`src/rtl/mem_ctrl_pkg.sv`:
```
`default_nettype none
// +------------------------------------------------------------------+
// | Module   : mem_ctrl_pkg                                          |
// | Purpose  : Shared access-width codes, FSM state encoding and     |
// |            small decode helpers for the memory controller.       |
// | Contents : RW_* width/sign codes, state_t, size_t, op_size(),    |
// |            is_misaligned()                                       |
// | Revision : 1.0 - initial release                                 |
// +------------------------------------------------------------------+
package mem_ctrl_pkg;

  // Width/sign codes carried on req_op
  localparam logic [2:0] RW_SB = 3'b000;
  localparam logic [2:0] RW_SH = 3'b001;
  localparam logic [2:0] RW_SW = 3'b010;
  localparam logic [2:0] RW_UB = 3'b100;
  localparam logic [2:0] RW_UH = 3'b101;

  typedef enum logic [2:0] {
    ST_IDLE  = 3'd0,
    ST_RD    = 3'd1,
    ST_MERGE = 3'd2,
    ST_WR    = 3'd3,
    ST_RESP  = 3'd4
  } state_t;

  typedef enum logic [1:0] {
    SZ_BYTE = 2'd0,
    SZ_HALF = 2'd1,
    SZ_WORD = 2'd2
  } size_t;

  // Undefined codes fall through to a full-word access.
  function automatic size_t op_size(input logic [2:0] op);
    case (op)
      RW_SB, RW_UB: return SZ_BYTE;
      RW_SH, RW_UH: return SZ_HALF;
      default:      return SZ_WORD;
    endcase
  endfunction

  function automatic logic is_misaligned(input logic [2:0] op, input logic [1:0] lo);
    case (op_size(op))
      SZ_HALF: return lo[0];
      SZ_WORD: return (lo != 2'b00);
      default: return 1'b0;
    endcase
  endfunction

endpackage
`default_nettype wire

```
`src/rtl/lane_align.sv`:
```
`default_nettype none
// +------------------------------------------------------------------+
// | Module   : lane_align                                            |
// | Purpose  : Combinational byte-lane logic: merges sub-word store  |
// |            data into a RAM word and extracts/extends load data.  |
// | Ports    : op          - RW_* width/sign code                    |
// |            byte_off    - byte address bits [1:0]                 |
// |            store_data  - right-aligned store data (low 16 bits)  |
// |            ram_word    - word read from RAM                      |
// |            merged_word - ram_word with addressed lane replaced   |
// |            load_data   - extended load result                    |
// | Revision : 1.0 - initial release                                 |
// +------------------------------------------------------------------+
module lane_align
  import mem_ctrl_pkg::*;
(
  input  logic [2:0]  op,
  input  logic [1:0]  byte_off,
  input  logic [15:0] store_data,
  input  logic [31:0] ram_word,
  output logic [31:0] merged_word,
  output logic [31:0] load_data
);

  logic [4:0]  bit_off;
  logic [7:0]  sel_byte;
  logic [15:0] sel_half;

  assign bit_off  = {byte_off, 3'b000};
  assign sel_byte = ram_word[bit_off +: 8];
  assign sel_half = byte_off[1] ? ram_word[31:16] : ram_word[15:0];

  always_comb begin
    load_data = ram_word;
    case (op)
      RW_SB:   load_data = {{24{sel_byte[7]}}, sel_byte};
      RW_UB:   load_data = {24'h000000, sel_byte};
      RW_SH:   load_data = {{16{sel_half[15]}}, sel_half};
      RW_UH:   load_data = {16'h0000, sel_half};
      default: load_data = ram_word;
    endcase
  end

  always_comb begin
    merged_word = ram_word;
    case (op_size(op))
      SZ_BYTE: merged_word[bit_off +: 8] = store_data[7:0];
      SZ_HALF: begin
        if (byte_off[1]) merged_word[31:16] = store_data;
        else             merged_word[15:0]  = store_data;
      end
      default: merged_word = ram_word;
    endcase
  end

endmodule
`default_nettype wire

```
`src/rtl/mem_ctrl.sv`:
```
`default_nettype none
// +------------------------------------------------------------------+
// | Module   : mem_ctrl                                              |
// | Purpose  : CPU-to-RAM load/store controller with byte/half/word  |
// |            accesses, read-modify-write for sub-word stores and   |
// |            misalignment detection.                               |
// | Ports    : clk, rst (async, active-high)                         |
// |            req_*  - CPU request (valid/ready handshake)          |
// |            rsp_*  - one-cycle response pulse, data, error        |
// |            ram_*  - single-port synchronous RAM interface        |
// | Revision : 1.0 - initial release                                 |
// +------------------------------------------------------------------+
module mem_ctrl
  import mem_ctrl_pkg::*;
#(
  parameter int ADDR_W = 14
) (
  input  logic              clk,
  input  logic              rst,
  input  logic              req_valid,
  output logic              req_ready,
  input  logic              req_we,
  input  logic [2:0]        req_op,
  input  logic [31:0]       req_addr,
  input  logic [31:0]       req_wdata,
  output logic              rsp_valid,
  output logic [31:0]       rsp_rdata,
  output logic              rsp_err,
  output logic              ram_en,
  output logic              ram_we,
  output logic [ADDR_W-1:0] ram_addr,
  output logic [31:0]       ram_wdata,
  input  logic [31:0]       ram_rdata
);

  state_t            state, state_nxt;
  logic [2:0]        op_q;
  logic              we_q;
  logic [ADDR_W+1:0] addr_q;
  logic [31:0]       wdata_q;
  logic [31:0]       rdata_q;
  logic              err_q;

  logic              accept;
  logic              req_mis;
  logic [31:0]       merged_word;
  logic [31:0]       load_data;

  // Byte-address bits above the RAM window are intentionally ignored.
  logic              unused_addr_hi;
  assign unused_addr_hi = ^req_addr[31:ADDR_W+2];

  assign req_mis = is_misaligned(req_op, req_addr[1:0]);
  assign accept  = (state == ST_IDLE) && req_valid;

  lane_align u_lane_align (
    .op          (op_q),
    .byte_off    (addr_q[1:0]),
    .store_data  (wdata_q[15:0]),
    .ram_word    (ram_rdata),
    .merged_word (merged_word),
    .load_data   (load_data)
  );

  always_ff @(posedge clk or posedge rst) begin
    if (rst) state <= ST_IDLE;
    else     state <= state_nxt;
  end

  // Next state and RAM strobes. RAM strobes depend only on state so an
  // asynchronous reset drops ram_we in the same cycle it is asserted.
  always_comb begin
    state_nxt = state;
    ram_en    = 1'b0;
    ram_we    = 1'b0;
    ram_wdata = 32'h0;
    case (state)
      ST_IDLE: begin
        if (req_valid) begin
          if (req_mis)                                     state_nxt = ST_RESP;
          else if (req_we && op_size(req_op) == SZ_WORD)   state_nxt = ST_WR;
          else                                             state_nxt = ST_RD;
        end
      end
      ST_RD: begin
        ram_en    = 1'b1;
        state_nxt = ST_MERGE;
      end
      ST_MERGE: begin
        // Sub-word store: write back the read word with one lane patched.
        if (we_q) begin
          ram_en    = 1'b1;
          ram_we    = 1'b1;
          ram_wdata = merged_word;
        end
        state_nxt = ST_RESP;
      end
      ST_WR: begin
        ram_en    = 1'b1;
        ram_we    = 1'b1;
        ram_wdata = wdata_q;
        state_nxt = ST_RESP;
      end
      ST_RESP: state_nxt = ST_IDLE;
      default: state_nxt = ST_IDLE;
    endcase
  end

  always_ff @(posedge clk or posedge rst) begin
    if (rst) begin
      op_q    <= RW_SB;
      we_q    <= 1'b0;
      addr_q  <= '0;
      wdata_q <= 32'h0;
      rdata_q <= 32'h0;
      err_q   <= 1'b0;
    end else begin
      if (accept) begin
        op_q    <= req_op;
        we_q    <= req_we;
        addr_q  <= req_addr[ADDR_W+1:0];
        wdata_q <= req_wdata;
        err_q   <= req_mis;
        if (req_mis) rdata_q <= 32'h0;
      end
      // Response data is settled on the edge entering RESP and then held.
      if (state == ST_MERGE) rdata_q <= we_q ? 32'h0 : load_data;
      if (state == ST_WR)    rdata_q <= 32'h0;
    end
  end

  assign req_ready = (state == ST_IDLE);
  assign rsp_valid = (state == ST_RESP);
  assign rsp_err   = err_q && (state == ST_RESP);
  assign rsp_rdata = rdata_q;
  assign ram_addr  = addr_q[ADDR_W+1:2];

endmodule
`default_nettype wire
```
`config.mk`:
```
export PLATFORM = sky130hd
export DESIGN_NAME = mem_ctrl
export DESIGN_NICKNAME = d
export VERILOG_FILES = /design/src/rtl/mem_ctrl_pkg.sv /design/src/rtl/lane_align.sv /design/src/rtl/mem_ctrl.sv
export SDC_FILE = /design/constraint.sdc
export NUM_CORES = 1
export LEC_CHECK = 0
export CORE_AREA = 2 2 112 114
export DETAILED_ROUTE_END_ITERATION = 10
export DIE_AREA = 0 0 114 116
export GPL_ROUTABILITY_DRIVEN = 0
export GPL_TIMING_DRIVEN = 0
export PLACE_DENSITY_LB_ADDON = 0.2
export SLEW_MARGIN = 20
export SYNTH_ARGS = -nofsm -noshare
export SYNTH_HDL_FRONTEND = slang
export SYNTH_SLANG_ARGS = --single-unit
```
`constraint.sdc`:
```
create_clock -name clk -period 5.03 [get_ports clk]
set_input_delay 0.503 -clock clk [delete_from_list [all_inputs] [get_ports clk]]
set_output_delay 0.503 -clock clk [all_outputs]
set_load 0.01 [all_outputs]
```
---- Yosys cells after proc, flatten, opt, wreduce, memory -nomap -nowiden ----
Index checks and enable logic that the tools add are counted.
word-level totals
  logic and storage cells ................. 69
  input bits .............................. 103
  flip-flop bits (word level) ............. 88
operators by class
  add/subtract/negate cells ............... 1
  mux-type cells .......................... 26
  reduce and logical (&&, ||, !) cells .... 17
  shifts and indexed selects .............. 3
  eq/ne operators ......................... 15
operators by type and width
  operator                count
  $mux 32                 6
  $pmux 32 s2             2
  $pmux 32 s4             1
  $mux 16                 3
  $bwmux 32               1
  $shift 8x7->32 const A  1
  $shiftx 32x6->8         1
  $shiftx 8x7->32         1
  $eq 3x3->1 const B      5
  $reduce_or 2->1         6
  $eq 3x1->1 const B      3
  $logic_not 3->1         3
  $pmux 3 s3              1
  $mux 2                  4
  $pmux 2 s2              2
  $neg 5->7               1
  $eq 3x2->1 const B      2
  $mux 3                  2
  $pmux 1 s2              3
  $reduce_bool 3->1       2
  $eq 2x1->1 const B      2
  $eq 2x2->1 const B      2
  $logic_and 1x1->1       3
  $logic_not 2->1         1
  4 further kinds         4

---- Logic depth before layout (Yosys ltp) ----
  depth after elaboration ................. 14
  mapped depth ............................ 9

---- Cells and area by module ----
From an unflattened synthesis, not the netlist that was laid out.
second synthesis, totals
  cells, all modules ...................... 690
  area total of the unflattened synthesis .. 5,688.0 um2
by module, submodules not included
  module      instances  cells each  area an instance (um2)  sequential area each (um2)
  mem_ctrl    1          444         3,900.0                 2,202.1
  lane_align  1          246         1,788.0                 0.0

---- Worst setup path after synthesis ----
OpenSTA, ideal clock, no wires.
  path type ............................... flip-flop to output port
  from .................................... register addr_q[0]
  to ...................................... output port ram_wdata[27]
  cell stages (with the launch flop) ...... 10
  slack ................................... 2.212 ns
  required time ........................... 4.527 ns
  arrival time ............................ 2.315 ns
  cells stage by stage .................... dfrtp_1 > buf_4 > inv_1 > clkbuf_1 > ha_1 > nor4bb_1 > buf_2 > a221oi_1 > a2111oi_0 > a21o_1
on the way
  longest elaborated chain between the ends .. 6
  elaborated cells on any way between the ends .. 7
RTL lines
  element                                            line              source
  from (decl)                                        mem_ctrl.sv:39    logic [ADDR_W+1:0] addr_q;
  from (signal assigned)                             mem_ctrl.sv:121   addr_q <= req_addr[ADDR_W+1:0];
  $neg 5->7 (*)                                      lane_align.sv:47  SZ_BYTE: merged_word[bit_off +: 8] = store_data[7:0];
  $shiftx 8x7->32 or $shift 8x7->32 (tied branches)  lane_align.sv:47
  $bwmux 32 (*)                                      lane_align.sv:47
  $pmux 32 s2 (*)                                    lane_align.sv:46  case (op_size(op))
  $mux 32 (*)                                        mem_ctrl.sv:91    if (we_q) begin
  $pmux 32 s2 (*)                                    mem_ctrl.sv:77    case (state)
  to (decl)                                          mem_ctrl.sv:32    output logic [31:0] ram_wdata,
Mark *: on every way between the ends. The rest lies on a longest branch, timed or not.

---- Worst setup path after layout ----
  from .................................... register addr_q[0]
  to ...................................... output port ram_wdata[0]
The elaborated chain is that of the path after synthesis.

==> flow_summary.toml <==
[placement]
dpl_cell_area_um2 = 7795
io_buffers = 169
post-place-ws_ns = 1.331
place_inst = 879
dp_hpwl_um = 14500

[detailed_routing]
top_layer_used = "met4"
vias = 5674
drt_pass1_iterations = 5
viasPerCell = 6.340
met1Wirelength_um = 7840
routed_wl_um = 19680
met2_length_um = 9212
wl_per_cell_um = 21.99
drcViolationCount = 0
met3_length_um = 2000
drt_iter0_markers = 532
ant_nets = 0

[grt]
grt_pass1_wl_um = 30930
grt_overflow = 0
antenna_found_initial = 0
grt_pass1_vias = 5726
track_usage_pct = 30.41
grt_max_degree = 48

[floorplan]
ioPinCount = 186
initial_utilization_pct = 49.44
core_area_um2 = 11910
die_area_um2 = 13220
die_h_um = 116
fp.dieW_um = 114
num_rows = 40

[final_layout]
synthToLayoutAreaGrowth_pct = 37.58
final_cell_mix = "clkdlybuf4s50_1, dfrtp_1, nor2_1"
num-fill-cells = 938
fin_cells = 895
nets = 851
fin_util_pct = 68.03
final_area_um2 = 8103
final_common_cell = "clkdlybuf4s50_1"
drive_gt1_share_pct = 18.85
diodes = 0

[pwr]
peakVddDrop_uv = 281.0
p_leak_nw = 3.329
p_total_mw = 4.293
power.density_nw_per_um2 = 529.8

[yosys]
synthArstFlopShare_pct = 100.0
synth-edff-count = 0
yosysWarnings = 0
ys_types = 53
synth_flop_cell = "dfrtp_1"
ys_seq_elements = 88
syn-cell-area_um2 = 5889
syn_avg_cell_area_um2 = 10.48
synth_nets = 670
ys_seq_area_share_pct = 37.39
synth_cells = 562

[timing]
finalCritPeriodShare_pct = 84.24
rsz0062_at_grt = "no"
post-route-min-period_ns = 4.238
setup_viol = 0
finClkSkew_ns = 0.007855
hold_viol = 0
hold_slack_ns = 0.4870
slew_violations = 0
tns_ns = 0
timing.final.ws_setup_ns = 0.7925
relSlewSlack_pct = 56.29
tightestPinTransition_ns = 0.6557
fmax_mhz = 236.0

[min_path]
hp-class = "reg2reg"

[cts]
h-tree-depth = 3
cts_resized = 0
clkTransAtPathRegs_ns = 0.06
clock_latency_ns = 0.35
numCtsBuffers = 9
cts_tree = "done"
cts.path.max_buffers = 2
holdBufCountCts = 0
clock-root-buffer = "clkbuf_16"
post_cts_buffers = 0
clkSinkCount = 88

[worst_setup_path]
cpMaxStageDelayCell = "a2111oi_0"
slowest_delay_ns = 0.57
worst-path-max-fanout = 12
crit_chain = "buf_4, inv_1, clkbuf_1, ha_1, nor3b_2, nand2_1, a2111oi_0, a21o_1, clkdlybuf4s50_1"
start_kind = "register"
critPathKind = "reg2out"
worstPathArrival_ns = 3.73
cp-end-kind = "primary output"
cp.required_ns = 4.53

[flow_run]
cap_violations = 0

[run_status]
run_status = "completed"
logic make-up after synthesis:
| kind of cell | synth area share, % |
|---|---|
| flops | 37.39 |
| compound gates | 28.28 |
| fa+ha+maj | 1.062 |
| simple gates | 7.967 |
| mux | 17.25 |
| buf+inv | 8.052 |
layer usage:
layer | GRT usage (%) | vias up
met4 | 12.68 | 0
li1 | - | 2514
met5 | 0 | -
met1 | 39.93 | 2723
met2 | 49.56 | 391
met3 | 5.910 | 46
cell type report:
cell class              instances  area [um2]  share of cell area, %
clock buffers                  10       239.0                  2.949
repair buffers                170        1719                  21.22
inverters                      11       43.79                 0.5405
flip-flops and latches         88        2202                  27.18
plain buffers                  73       432.9                  5.343
well taps                     147       183.9                  2.270
clock inverters                 6       68.82                 0.8493
multi-input cells             390        3213                  39.65
registers in the layout (all words and copies together) (netlist names):
name	cells
rsp_rdata	32
wdata_q	32
addr_q	16
op_q	3
state	3
err_q	1
we_q	1
synthesized netlist by cell type (5+ instances only):
master      n  share of area [%]
dfrtp_1    88                 37
nor2_1     39                2.5
a21oi_1    35                3.0
a221oi_1   34                5.1
mux2_2     32                6.1
mux2i_1    31                5.3
mux2_4     23                5.9
buf_4      22                2.8
clkbuf_1   22                1.4
nand2_1    22                1.4
buf_2      19                1.6
a21o_1     18                2.3
a211o_1    16                2.4
a22oi_1    15                1.9
o21ai_0    12                1.0
o2bb2ai_1  12                1.8
inv_1      11               0.70
o2bb2ai_2  10                2.5
a2111oi_0   9                1.3
o32ai_1     9                1.3
o22ai_1     8               0.85
a22o_1      7                1.0
buf_6       7                1.3
a211oi_1    5               0.64
a2bb2oi_1   5               0.74
ha_1        5                1.1
nand2b_1    5               0.53
o221ai_1    5               0.74
critical path: cells and delay by family (launching register included):
kind | cells | cell delay (ns)
adders and majority gates | 1 | 0.37
buffers and inverters | 4 | 1.25
and+or+nand+nor | 2 | 0.65
DFF | 1 | 0.41
AOI/OAI and AO/OA | 2 | 0.71
report_power, final:
part / switching [mW] / internal, mW
sequential: 0.227 / 0.993
clock: 0.298 / 0.399
combinational: 1.20 / 1.18
total: 1.72 / 2.57
final timing paths:
kind | from | end | slack, ns | depth (start not counted)
worst max-delay path | addr_q[0] | ram_wdata[0] | 0.79 | 9
worst max register to register | addr_q[1] | rsp_rdata[22] | 3.14 | 5
worst min register to register | rsp_rdata[26] | rsp_rdata[26] | 0.49 | 1
min in group asynchronous | rst | addr_q[14] | 0.55 | 2
worst min-delay path | rsp_rdata[26] | rsp_rdata[26] | 0.49 | 1
max in group asynchronous | rst | wdata_q[26] | 3.85 | 3
Note: power is estimated with default switching activity, not from simulation.
